$ cat src/rtl/ex_operand_stage_if.sv
`default_nettype none
// ============================================================================
// Module   : ex_operand_stage_if
// Purpose  : Bundles the decoded ID fields, the EX/MEM and MEM/WB bypass
//            buses and the EX-side results of ex_operand_stage.
//            master = pipeline side that drives ID/bypass, slave = the stage.
// Revision : 1.0 - initial release
// ============================================================================
interface ex_operand_stage_if #(
  parameter int B_DAT     = 32,
  parameter int B_ALUCTRL = 4,
  parameter int B_REG     = 5
);

  // ID-stage decoded instruction
  logic                 id_valid;
  logic [B_DAT-1:0]     id_rs_dat;
  logic [B_DAT-1:0]     id_rt_dat;
  logic [B_DAT-1:0]     id_imm;
  logic [4:0]           id_shamt;
  logic [B_REG-1:0]     id_rs;
  logic [B_REG-1:0]     id_rt;
  logic [B_REG-1:0]     id_rd;
  logic                 id_use_rs;
  logic                 id_use_rt;
  logic                 id_a_sel;
  logic [1:0]           id_b_sel;
  logic [B_ALUCTRL-1:0] id_aluctrl;
  logic                 id_regwrite;
  logic                 id_memread;
  logic                 id_memwrite;

  // Pipeline control
  logic                 flush;
  logic                 hold;

  // Bypass buses from downstream stages
  logic                 exmem_regwrite;
  logic [B_REG-1:0]     exmem_rd;
  logic [B_DAT-1:0]     exmem_result;
  logic                 memwb_regwrite;
  logic [B_REG-1:0]     memwb_rd;
  logic [B_DAT-1:0]     memwb_result;

  // EX-stage outputs
  logic [B_DAT-1:0]     alu_a;
  logic [B_DAT-1:0]     alu_b;
  logic [B_ALUCTRL-1:0] alu_ctrl;
  logic                 ex_valid;
  logic                 ex_regwrite;
  logic                 ex_memread;
  logic                 ex_memwrite;
  logic [B_REG-1:0]     ex_rd;
  logic [B_DAT-1:0]     ex_store_dat;
  logic                 stall;

  modport master (
    output id_valid, id_rs_dat, id_rt_dat, id_imm, id_shamt,
           id_rs, id_rt, id_rd, id_use_rs, id_use_rt,
           id_a_sel, id_b_sel, id_aluctrl,
           id_regwrite, id_memread, id_memwrite,
           flush, hold,
           exmem_regwrite, exmem_rd, exmem_result,
           memwb_regwrite, memwb_rd, memwb_result,
    input  alu_a, alu_b, alu_ctrl,
           ex_valid, ex_regwrite, ex_memread, ex_memwrite,
           ex_rd, ex_store_dat, stall
  );

  modport slave (
    input  id_valid, id_rs_dat, id_rt_dat, id_imm, id_shamt,
           id_rs, id_rt, id_rd, id_use_rs, id_use_rt,
           id_a_sel, id_b_sel, id_aluctrl,
           id_regwrite, id_memread, id_memwrite,
           flush, hold,
           exmem_regwrite, exmem_rd, exmem_result,
           memwb_regwrite, memwb_rd, memwb_result,
    output alu_a, alu_b, alu_ctrl,
           ex_valid, ex_regwrite, ex_memread, ex_memwrite,
           ex_rd, ex_store_dat, stall
  );

endinterface
`default_nettype wire

$ cat src/rtl/ex_operand_stage.sv
`default_nettype none
// ============================================================================
// Module   : ex_operand_stage
// Purpose  : ID/EX pipeline register with operand selection for the ALU,
//            hazard detection and stall request towards IF/ID.
//            Optional macro EX_FWD_EN: when defined, EX/MEM and MEM/WB results
//            are bypassed onto the operands and only load-use hazards stall.
//            When undefined, operands come from the registered register-file
//            data and any RAW hazard against EX or EX/MEM stalls instead.
// Revision : 1.0 - initial release
// ============================================================================
module ex_operand_stage #(
  parameter int B_DAT     = 32,
  parameter int B_ALUCTRL = 4,
  parameter int B_REG     = 5
) (
  input  logic              clk,
  input  logic              reset,
  ex_operand_stage_if.slave bus
);

  // b-operand select encodings (value 3 is reserved and falls back to rt)
  localparam logic [1:0] c_bsel_imm   = 2'd1;
  localparam logic [1:0] c_bsel_shamt = 2'd2;

  // --------------------------------------------------------------------------
  // ID/EX pipeline registers
  // --------------------------------------------------------------------------
  logic                 r_valid;
  logic                 r_regwrite;
  logic                 r_memread;
  logic                 r_memwrite;
  logic [B_REG-1:0]     r_rd;
  logic [B_DAT-1:0]     r_rs_dat;
  logic [B_DAT-1:0]     r_rt_dat;
  logic [B_DAT-1:0]     r_imm;
  logic [4:0]           r_shamt;
  logic                 r_a_sel;
  logic [1:0]           r_b_sel;
  logic [B_ALUCTRL-1:0] r_aluctrl;
`ifdef EX_FWD_EN
  logic [B_REG-1:0]     r_rs;
  logic [B_REG-1:0]     r_rt;
`endif

  // --------------------------------------------------------------------------
  // Hazard detection
  // --------------------------------------------------------------------------
  logic             w_ex_hit;       // a used ID source names the EX destination
  logic             w_load_use;     // load in EX feeds the ID instruction
  logic             w_hazard;       // raw hazard before the flush gate
  logic             w_stall;
  logic [B_DAT-1:0] w_fwd_rs;
  logic [B_DAT-1:0] w_fwd_rt;

  assign w_ex_hit   = (bus.id_use_rs && (bus.id_rs == r_rd)) ||
                      (bus.id_use_rt && (bus.id_rt == r_rd));

  assign w_load_use = bus.id_valid && r_valid && r_memread &&
                      (r_rd != '0) && w_ex_hit;

`ifdef EX_FWD_EN
  // With bypassing only a load result is too late for the next instruction.
  assign w_hazard = w_load_use;
`else
  logic w_alu_use;   // any register writer in EX feeds the ID instruction
  logic w_mem_use;   // the EX/MEM writer feeds the ID instruction
  logic w_unused_bypass;

  assign w_alu_use = bus.id_valid && r_valid && r_regwrite &&
                     (r_rd != '0) && w_ex_hit;

  assign w_mem_use = bus.id_valid && bus.exmem_regwrite &&
                     (bus.exmem_rd != '0) &&
                     ((bus.id_use_rs && (bus.id_rs == bus.exmem_rd)) ||
                      (bus.id_use_rt && (bus.id_rt == bus.exmem_rd)));

  // MEM/WB conflicts are resolved by the register file writing before read,
  // so the bypass data buses are not consumed in this build.
  assign w_unused_bypass = ^{bus.exmem_result, bus.memwb_regwrite,
                             bus.memwb_rd, bus.memwb_result};

  assign w_hazard = w_load_use || w_alu_use || w_mem_use;
`endif

  // A flushed ID instruction is discarded anyway, so it must not stall.
  assign w_stall   = w_hazard && !bus.flush;
  assign bus.stall = w_stall;

  // --------------------------------------------------------------------------
  // Pipeline register update: reset > hold > flush/stall bubble > load
  // --------------------------------------------------------------------------
  always_ff @(posedge clk) begin
    if (reset || (!bus.hold && (bus.flush || w_stall))) begin
      r_valid    <= 1'b0;
      r_regwrite <= 1'b0;
      r_memread  <= 1'b0;
      r_memwrite <= 1'b0;
      r_rd       <= '0;
      r_rs_dat   <= '0;
      r_rt_dat   <= '0;
      r_imm      <= '0;
      r_shamt    <= '0;
      r_a_sel    <= 1'b0;
      r_b_sel    <= '0;
      r_aluctrl  <= '0;
`ifdef EX_FWD_EN
      r_rs       <= '0;
      r_rt       <= '0;
`endif
    end else if (!bus.hold) begin
      r_valid    <= bus.id_valid;
      r_regwrite <= bus.id_regwrite && bus.id_valid;
      r_memread  <= bus.id_memread  && bus.id_valid;
      r_memwrite <= bus.id_memwrite && bus.id_valid;
      r_rd       <= bus.id_rd;
      r_rs_dat   <= bus.id_rs_dat;
      r_rt_dat   <= bus.id_rt_dat;
      r_imm      <= bus.id_imm;
      r_shamt    <= bus.id_shamt;
      r_a_sel    <= bus.id_a_sel;
      r_b_sel    <= bus.id_b_sel;
      r_aluctrl  <= bus.id_aluctrl;
`ifdef EX_FWD_EN
      r_rs       <= bus.id_rs;
      r_rt       <= bus.id_rt;
`endif
    end
  end

  // --------------------------------------------------------------------------
  // Operand resolution: youngest producer (EX/MEM) wins, r0 never bypassed
  // --------------------------------------------------------------------------
  always_comb begin
    w_fwd_rs = r_rs_dat;
    w_fwd_rt = r_rt_dat;
`ifdef EX_FWD_EN
    if (bus.exmem_regwrite && (bus.exmem_rd != '0) && (bus.exmem_rd == r_rs)) begin
      w_fwd_rs = bus.exmem_result;
    end else if (bus.memwb_regwrite && (bus.memwb_rd != '0) && (bus.memwb_rd == r_rs)) begin
      w_fwd_rs = bus.memwb_result;
    end
    if (bus.exmem_regwrite && (bus.exmem_rd != '0) && (bus.exmem_rd == r_rt)) begin
      w_fwd_rt = bus.exmem_result;
    end else if (bus.memwb_regwrite && (bus.memwb_rd != '0) && (bus.memwb_rd == r_rt)) begin
      w_fwd_rt = bus.memwb_result;
    end
`endif
  end

  // ALU b-operand select: rt, immediate or zero-extended shift amount
  always_comb begin
    bus.alu_b = w_fwd_rt;
    case (r_b_sel)
      c_bsel_imm:   bus.alu_b = r_imm;
      c_bsel_shamt: bus.alu_b = {{(B_DAT-5){1'b0}}, r_shamt};
      default:      bus.alu_b = w_fwd_rt;
    endcase
  end

  // Shift-by-shamt forms put rt on the a side
  assign bus.alu_a        = r_a_sel ? w_fwd_rt : w_fwd_rs;
  assign bus.alu_ctrl     = r_aluctrl;
  assign bus.ex_store_dat = w_fwd_rt;
  assign bus.ex_valid     = r_valid;
  assign bus.ex_regwrite  = r_regwrite;
  assign bus.ex_memread   = r_memread;
  assign bus.ex_memwrite  = r_memwrite;
  assign bus.ex_rd        = r_rd;

endmodule
`default_nettype wire

$ cat src/flat_wrapper.sv
// flat-port wrapper written by rule: the top's interface ports become plain ports
module ex_operand_stage_flat 
#(
  parameter int B_DAT     = 32,
  parameter int B_ALUCTRL = 4,
  parameter int B_REG     = 5
)
  (clk, reset, bus_id_valid, bus_id_rs_dat, bus_id_rt_dat, bus_id_imm, bus_id_shamt, bus_id_rs, bus_id_rt, bus_id_rd, bus_id_use_rs, bus_id_use_rt, bus_id_a_sel, bus_id_b_sel, bus_id_aluctrl, bus_id_regwrite, bus_id_memread, bus_id_memwrite, bus_flush, bus_hold, bus_exmem_regwrite, bus_exmem_rd, bus_exmem_result, bus_memwb_regwrite, bus_memwb_rd, bus_memwb_result, bus_alu_a, bus_alu_b, bus_alu_ctrl, bus_ex_valid, bus_ex_regwrite, bus_ex_memread, bus_ex_memwrite, bus_ex_rd, bus_ex_store_dat, bus_stall);
  ex_operand_stage_if #(.B_DAT(B_DAT), .B_ALUCTRL(B_ALUCTRL), .B_REG(B_REG)) bus_i ();
  input  logic clk;
  input  logic reset;
  input wire logic [$bits(bus_i.id_valid)-1:0] bus_id_valid;
  input wire logic [$bits(bus_i.id_rs_dat)-1:0] bus_id_rs_dat;
  input wire logic [$bits(bus_i.id_rt_dat)-1:0] bus_id_rt_dat;
  input wire logic [$bits(bus_i.id_imm)-1:0] bus_id_imm;
  input wire logic [$bits(bus_i.id_shamt)-1:0] bus_id_shamt;
  input wire logic [$bits(bus_i.id_rs)-1:0] bus_id_rs;
  input wire logic [$bits(bus_i.id_rt)-1:0] bus_id_rt;
  input wire logic [$bits(bus_i.id_rd)-1:0] bus_id_rd;
  input wire logic [$bits(bus_i.id_use_rs)-1:0] bus_id_use_rs;
  input wire logic [$bits(bus_i.id_use_rt)-1:0] bus_id_use_rt;
  input wire logic [$bits(bus_i.id_a_sel)-1:0] bus_id_a_sel;
  input wire logic [$bits(bus_i.id_b_sel)-1:0] bus_id_b_sel;
  input wire logic [$bits(bus_i.id_aluctrl)-1:0] bus_id_aluctrl;
  input wire logic [$bits(bus_i.id_regwrite)-1:0] bus_id_regwrite;
  input wire logic [$bits(bus_i.id_memread)-1:0] bus_id_memread;
  input wire logic [$bits(bus_i.id_memwrite)-1:0] bus_id_memwrite;
  input wire logic [$bits(bus_i.flush)-1:0] bus_flush;
  input wire logic [$bits(bus_i.hold)-1:0] bus_hold;
  input wire logic [$bits(bus_i.exmem_regwrite)-1:0] bus_exmem_regwrite;
  input wire logic [$bits(bus_i.exmem_rd)-1:0] bus_exmem_rd;
  input wire logic [$bits(bus_i.exmem_result)-1:0] bus_exmem_result;
  input wire logic [$bits(bus_i.memwb_regwrite)-1:0] bus_memwb_regwrite;
  input wire logic [$bits(bus_i.memwb_rd)-1:0] bus_memwb_rd;
  input wire logic [$bits(bus_i.memwb_result)-1:0] bus_memwb_result;
  output wire logic [$bits(bus_i.alu_a)-1:0] bus_alu_a;
  output wire logic [$bits(bus_i.alu_b)-1:0] bus_alu_b;
  output wire logic [$bits(bus_i.alu_ctrl)-1:0] bus_alu_ctrl;
  output wire logic [$bits(bus_i.ex_valid)-1:0] bus_ex_valid;
  output wire logic [$bits(bus_i.ex_regwrite)-1:0] bus_ex_regwrite;
  output wire logic [$bits(bus_i.ex_memread)-1:0] bus_ex_memread;
  output wire logic [$bits(bus_i.ex_memwrite)-1:0] bus_ex_memwrite;
  output wire logic [$bits(bus_i.ex_rd)-1:0] bus_ex_rd;
  output wire logic [$bits(bus_i.ex_store_dat)-1:0] bus_ex_store_dat;
  output wire logic [$bits(bus_i.stall)-1:0] bus_stall;
  assign bus_i.id_valid = bus_id_valid;
  assign bus_i.id_rs_dat = bus_id_rs_dat;
  assign bus_i.id_rt_dat = bus_id_rt_dat;
  assign bus_i.id_imm = bus_id_imm;
  assign bus_i.id_shamt = bus_id_shamt;
  assign bus_i.id_rs = bus_id_rs;
  assign bus_i.id_rt = bus_id_rt;
  assign bus_i.id_rd = bus_id_rd;
  assign bus_i.id_use_rs = bus_id_use_rs;
  assign bus_i.id_use_rt = bus_id_use_rt;
  assign bus_i.id_a_sel = bus_id_a_sel;
  assign bus_i.id_b_sel = bus_id_b_sel;
  assign bus_i.id_aluctrl = bus_id_aluctrl;
  assign bus_i.id_regwrite = bus_id_regwrite;
  assign bus_i.id_memread = bus_id_memread;
  assign bus_i.id_memwrite = bus_id_memwrite;
  assign bus_i.flush = bus_flush;
  assign bus_i.hold = bus_hold;
  assign bus_i.exmem_regwrite = bus_exmem_regwrite;
  assign bus_i.exmem_rd = bus_exmem_rd;
  assign bus_i.exmem_result = bus_exmem_result;
  assign bus_i.memwb_regwrite = bus_memwb_regwrite;
  assign bus_i.memwb_rd = bus_memwb_rd;
  assign bus_i.memwb_result = bus_memwb_result;
  assign bus_alu_a = bus_i.alu_a;
  assign bus_alu_b = bus_i.alu_b;
  assign bus_alu_ctrl = bus_i.alu_ctrl;
  assign bus_ex_valid = bus_i.ex_valid;
  assign bus_ex_regwrite = bus_i.ex_regwrite;
  assign bus_ex_memread = bus_i.ex_memread;
  assign bus_ex_memwrite = bus_i.ex_memwrite;
  assign bus_ex_rd = bus_i.ex_rd;
  assign bus_ex_store_dat = bus_i.ex_store_dat;
  assign bus_stall = bus_i.stall;
  ex_operand_stage #(.B_DAT(B_DAT), .B_ALUCTRL(B_ALUCTRL), .B_REG(B_REG)) u_core (.clk(clk), .reset(reset), .bus(bus_i));
endmodule
$ cat config.mk
export PLATFORM = sky130hd
export DESIGN_NAME = ex_operand_stage_flat
export DESIGN_NICKNAME = d
export VERILOG_FILES = /design/src/rtl/ex_operand_stage_if.sv /design/src/rtl/ex_operand_stage.sv /design/src/flat_wrapper.sv
export SDC_FILE = /design/constraint.sdc
export NUM_CORES = 1
export LEC_CHECK = 0
export CORE_AREA = 3 3 122 124
export DETAILED_ROUTE_END_ITERATION = 8
export DIE_AREA = 0 0 125 127
export PLACE_DENSITY = 0.85
export SETUP_SLACK_MARGIN = 0.02
export SYNTH_ARGS = -nofsm -noshare
export SYNTH_HDL_FRONTEND = slang
export SYNTH_SLANG_ARGS = --single-unit
$ cat constraint.sdc
create_clock -name clk -period 2 [get_ports clk]
set_input_delay 0.2 -clock clk [delete_from_list [all_inputs] [get_ports clk]]
set_output_delay 0.2 -clock clk [all_outputs]
set_load 0.02 [all_outputs]
After elaboration in Yosys (flattened, before gate mapping)
Index checks and enable logic that the tools add are counted.
{"block": "totals", "register_bits": 117, "in_bits": 209, "out_inout_bits": 110, "elab_cells": 49}
{"block": "classes", "eq_ne": 6, "muxes": 2, "reduce_logical": 29}
{"operator": "$pmux 32 s2", "count": 1}
{"operator": "$mux 32", "count": 1}
{"operator": "$eq 5x5->1", "count": 4}
{"operator": "$logic_and 1x1->1", "count": 19}
{"operator": "$reduce_bool 5->1", "count": 2}
{"operator": "$logic_or 1x1->1", "count": 6}
{"operator": "$eq 2x1->1 const B", "count": 1}
{"operator": "$eq 2x2->1 const B", "count": 1}
{"operator": "$logic_not 1->1", "count": 2}

Logic depth before layout (Yosys ltp)
{"block": "logic_depth", "ltp_word": 10, "ltp_mapped": 7, "mapped_depth_nobuf": 5}

Worst setup path after synthesis
OpenSTA, ideal clock, no wires.
{"block": "synth_timing", "path_type": "input port to flip-flop", "start": "input bus_exmem_rd[1]", "end": "register u_core.r_rt_dat[10], in the netlist u_core.bus.ex_store_dat[10]", "setup_ns": 0.060, "arrival_ns": 1.764, "t_required_ns": 1.940, "setup_slack_ns": 0.176, "cell_stages": 6, "path_buffers": 2, "cell_sequence": "or3_1 -> o311a_1 -> a221oi_2 -> buf_4 -> buf_4 -> a22o_1"}
{"block": "synth_via", "elab_chain_cells": 9, "word_cells_on_any_way": 13, "classes_between": "eq/ne (2); reduce/logical (11)"}
{"item": "from (decl)", "line_no": "flat_wrapper.sv:31", "text": "input wire logic [$bits(bus_i.exmem_rd)-1:0] bus_exmem_rd;"}
{"item": "$eq 5x5->1, on equally long branches", "line_no": "ex_operand_stage.sv:75, ex_operand_stage.sv:76"}
{"item": "$logic_and 1x1->1, on equally long branches", "line_no": "ex_operand_stage.sv:75, ex_operand_stage.sv:76"}
{"item": "$logic_or 1x1->1", "line_no": "ex_operand_stage.sv:75", "text": "((bus.id_use_rs && (bus.id_rs == bus.exmem_rd)) ||"}
{"item": "$logic_and 1x1->1 (*)", "line_no": "ex_operand_stage.sv:74", "text": "(bus.exmem_rd != '0) &&"}
{"item": "$logic_or 1x1->1 (*)", "line_no": "ex_operand_stage.sv:83", "text": "assign w_hazard = w_load_use || w_alu_use || w_mem_use;"}
{"item": "$logic_and 1x1->1 (*)", "line_no": "ex_operand_stage.sv:87", "text": "assign w_stall = w_hazard && !bus.flush;"}
{"item": "$logic_or 1x1->1 (*)", "line_no": "ex_operand_stage.sv:94", "text": "if (reset || (!bus.hold && (bus.flush || w_stall))) begin"}
{"item": "$logic_and 1x1->1 (*)", "line_no": "ex_operand_stage.sv:94"}
{"item": "$logic_or 1x1->1 (*)", "line_no": "ex_operand_stage.sv:94"}
{"item": "to (signal assigned)", "line_no": "ex_operand_stage.sv:118", "text": "r_rt_dat <= bus.id_rt_dat;"}
{"item": "to (decl)", "line_no": "ex_operand_stage.sv:35", "text": "logic [B_DAT-1:0] r_rt_dat;"}
Mark *: on every way between the ends. The rest lies on a longest branch, timed or not.
A chain may end at the register's enable or synchronous reset.

Worst setup path in the final report
{"block": "layout_timing", "start": "input bus_exmem_rd[1]", "end": "output bus_stall"}
{"block": "layout_via", "elab_chain_cells": 6, "word_cells_on_any_way": 10, "classes_between": "eq/ne (2); reduce/logical (8)"}
{"item": "$eq 5x5->1, on equally long branches", "line_no": "ex_operand_stage.sv:75, ex_operand_stage.sv:76"}
{"item": "$logic_and 1x1->1, on equally long branches", "line_no": "ex_operand_stage.sv:75, ex_operand_stage.sv:76"}
{"item": "$logic_or 1x1->1", "line_no": "ex_operand_stage.sv:75"}
{"item": "$logic_and 1x1->1 (*)", "line_no": "ex_operand_stage.sv:74"}
{"item": "$logic_or 1x1->1 (*)", "line_no": "ex_operand_stage.sv:83"}
{"item": "$logic_and 1x1->1 (*)", "line_no": "ex_operand_stage.sv:87"}
{"item": "to (decl)", "line_no": "flat_wrapper.sv:45", "text": "output wire logic [$bits(bus_i.stall)-1:0] bus_stall;"}
Marks and branches as above.

==> results.cfg <==
[synth]
synth-xor-area-share_pct = 3.76
synth_cell_type_count = 23
synthSimpleGateAreaFrac_pct = 6.29
ys_warn_count = 0
synth_fp_nets = 657
ys_seq_elements = 117
synthCells = 446
synth_top_family_by_area = compound AO/OA/AOI/OAI gates
netlist_area_um2 = 4660
ys_seq_area_share_pct = 50.3
synthAdderAreaFrac_pct = 0.537
synth_compound_area_share_pct = 27.6
synth_area_per_cell_um2 = 10.4
muxShareOfSynthArea_pct = 7.74

[sta]
layout_worst_path_cycle_share_pct = 97.6
setup_tns_ps = 0
tightest_slew_ps = 407
setup_viol = 0
relSlewSlack_pct = 72.9
whs_ps = 390
rsz0062_at_grt = true
skew_ps = 12.5
clock.fmax_mhz = 512
hold_violations = 0
period_minus_slack_ps = 1950
slew_viol_final = 0

[finish]
multi_input_area_um2 = 2220
syn_to_final_growth_pct = 72.6
finish.utilization_pct = 57.9
drive_gt1_share_pct = 20.0
nets = 918
regArea_um2 = 2350
antenna_cells = 0
final_cells = 895
final.fill_count = 1192

[worst_setup_path]
cp.arrival_ps = 1750
cp.depth = 6
worst_path_max_delay_cell = clkdlybuf4s50_1
critPathCaptureType = primary output
cp_data_required_time_ps = 1800
r2r_cells = 7
crit_fanout = 2
crit_type = input pin to primary output
crit_buf_inv = 2
crit_chain = clkdlybuf4s50_1, or3_4, o311a_4, a22oi_2, nor2_1, buf_4
critical-path-top-delay-family = buffers and inverters
start_kind = input pin
max_stage_delay_ps = 420

[clock_network]
clockBufferDepth = 2
cts.clk_slew.worst_paths_ps = 50
clk_latency_ps = 410
cts_hold_buf = 0
cts.sinks = 117
cts_tree = built
htree_levels = 4
cts_root_buffer = clkbuf_16
cts_buffers = 17

[detailed_routing]
postRouteAntennaNets = 0
drcViolationCount = 0
vias = 4565
drt_iter0_drc = 246
wirelength_um = 16200
firstDrtPassIters = 4
vias_per_cell = 5.10
wl_per_cell_um = 18.1

[floorplan]
design.core.area_um2 = 13900
die_h_um = 127
io_pins = 319
start_util_pct = 33.6
fp.dieW_um = 125
die_area_um2 = 15900
rows = 43

[power_and_ir_drop]
comb_power_share_pct = 15.1
seq_power_share_pct = 39.6
p_leak_nw = 3.31
max-vdd-ir-drop_v = 0.000481
power.share.clock_pct = 45.3
switchingPower_mw = 1.46
switching_share_pct = 23.1
p_per_area_nw_per_um2 = 787
intPower_mw = 4.87

[placement]
gp_congestion = 0.961
dp.cells = 867
io_buffers = 248
place_hpwl_um = 11700

[grt]
grt_max_degree = 86
grt_pass1_wl_um = 24700
grt_pass1_vias = 4641
grt_overflow_total = 0
grtUsageTotal_pct = 19.5
antenna_found_initial = 0

[hold_path]
holdPathStages = 2
min_path_type = input pin to register

[flow_run]
drv_cap = 0

[status]
status = completed
[power groups by stage]
stage	Clock (mW)	Sequential, mW	Combinational (mW)
final	2.87	2.51	0.955
after global routing	3.04	2.52	1.01
after CTS	2.94	2.50	0.941
after detailed placement	0	2.55	0.975
after global placement	0	2.54	0.961
after floorplan	0	2.57	0.355
[cells in the final DEF, fill, tap and decap left out, types with 8 or more instances in the layout]
cell type,netlist,final
a22o_1,114,114
buf_2,8,30
clkdlybuf4s50_1,0,182
dfxtp_1,117,109
mux2_2,32,32
buf_4,4,23
o21ai_0,32,32
clkbuf_16,0,18
dfxtp_2,0,8
dlygate4sd2_1,0,32
nand2_1,63,63
xnor2_1,20,19
buf_12,0,10
[flip-flops by register name (all words and copies together) (netlist names)]
register,count
u_core.bus.ex_store_dat,32
u_core.r_imm,32
u_core.bus.ex_regwrite,1
u_core.bus.alu_ctrl,4
u_core.bus.ex_valid,1
u_core.r_shamt,5
u_core.bus.ex_rd,5
u_core.r_rs_dat,32
u_core.bus.ex_memwrite,1
u_core.r_a_sel,1
u_core.r_b_sel,2
u_core.bus.ex_memread,1
[area by class of cell]
cell class / instances / share of cell area, %
clock buffers: 21 / 5.85
clock inverters: 6 / 0.996
inverters: 2 / 0.0934
multi-input cells: 288 / 27.6
flip-flops and latches: 117 / 29.3
well taps: 180 / 2.80
repair buffers: 281 / 33.4
[synthesized netlist by cell type]
master | number | area share, %
dfxtp_1 | 117 | 50
a22o_1 | 114 | 21
nand2_1 | 63 | 5.1
mux2_2 | 32 | 7.7
o21ai_0 | 32 | 3.4
clkbuf_1 | 27 | 2.2
xnor2_1 | 20 | 3.8
buf_2 | 8 | 0.86
a22oi_1 | 6 | 0.97
buf_4 | 4 | 0.64
nand4_1 | 4 | 0.54
a32o_1 | 3 | 0.64
ha_1 | 2 | 0.54
inv_1 | 2 | 0.16
nor2_1 | 2 | 0.16
o22ai_1 | 2 | 0.27
or3_1 | 2 | 0.27
a21oi_1 | 1 | 0.11
a221oi_2 | 1 | 0.32
nor2b_1 | 1 | 0.13
nor3_1 | 1 | 0.11
o211ai_1 | 1 | 0.16
o311a_1 | 1 | 0.21
[stage by stage]
step	area [um^2]	setup WS (ps)	total power [mW]
floorplan	4660	176	2.92
global placement	7570	-298	3.51
detailed placement	7570	-379	3.52
CTS	7960	5.81	6.38
global route	8040	10.2	6.57
finish	8040	47.6	6.33
[path summary, 6_finish.rpt]
check	to	slack, ps	startpoint
setup reg to reg	u_core.bus.ex_store_dat[16]	180	u_core.bus.ex_rd[4]
hold reg to reg	u_core.bus.ex_memwrite	460	u_core.bus.ex_memwrite
setup / recovery	bus_stall	50	bus_exmem_rd[1]
hold / removal	u_core.r_rs_dat[20]	390	bus_id_rs_dat[20]
[logic make-up after synthesis]
| family | count (synthesis) |
|---|---|
| AND/OR/NAND/NOR | 73 |
| flip-flops | 117 |
| XOR/XNOR | 20 |
| buffers and inverters | 41 |
| multiplexers | 32 |
| adder cells (fa/ha/maj) | 2 |
| AO/OA/AOI/OAI | 161 |
[layer usage]
layer / up-vias / share of wire [%] / track usage [%]
li1: 2179 / - / -
met1: 2158 / 42 / 22.8
met2: 201 / 49 / 33.0
met3: 27 / 7.5 / 6.44
met4: 0 / 2.3 / 7.84
met5: - / 0 / 0
[timing repair]
action / 4_1_cts / 5_1_grt
setup buffers: 0 / 0
pin swaps: 3 / 4
setup endpoints to repair: 65 / 35
endpoints found under the hold margin: 0 / 0
resized for setup: 210 / 11
gates cloned: 0 / 1
Note: power is estimated with default switching activity, not from simulation.
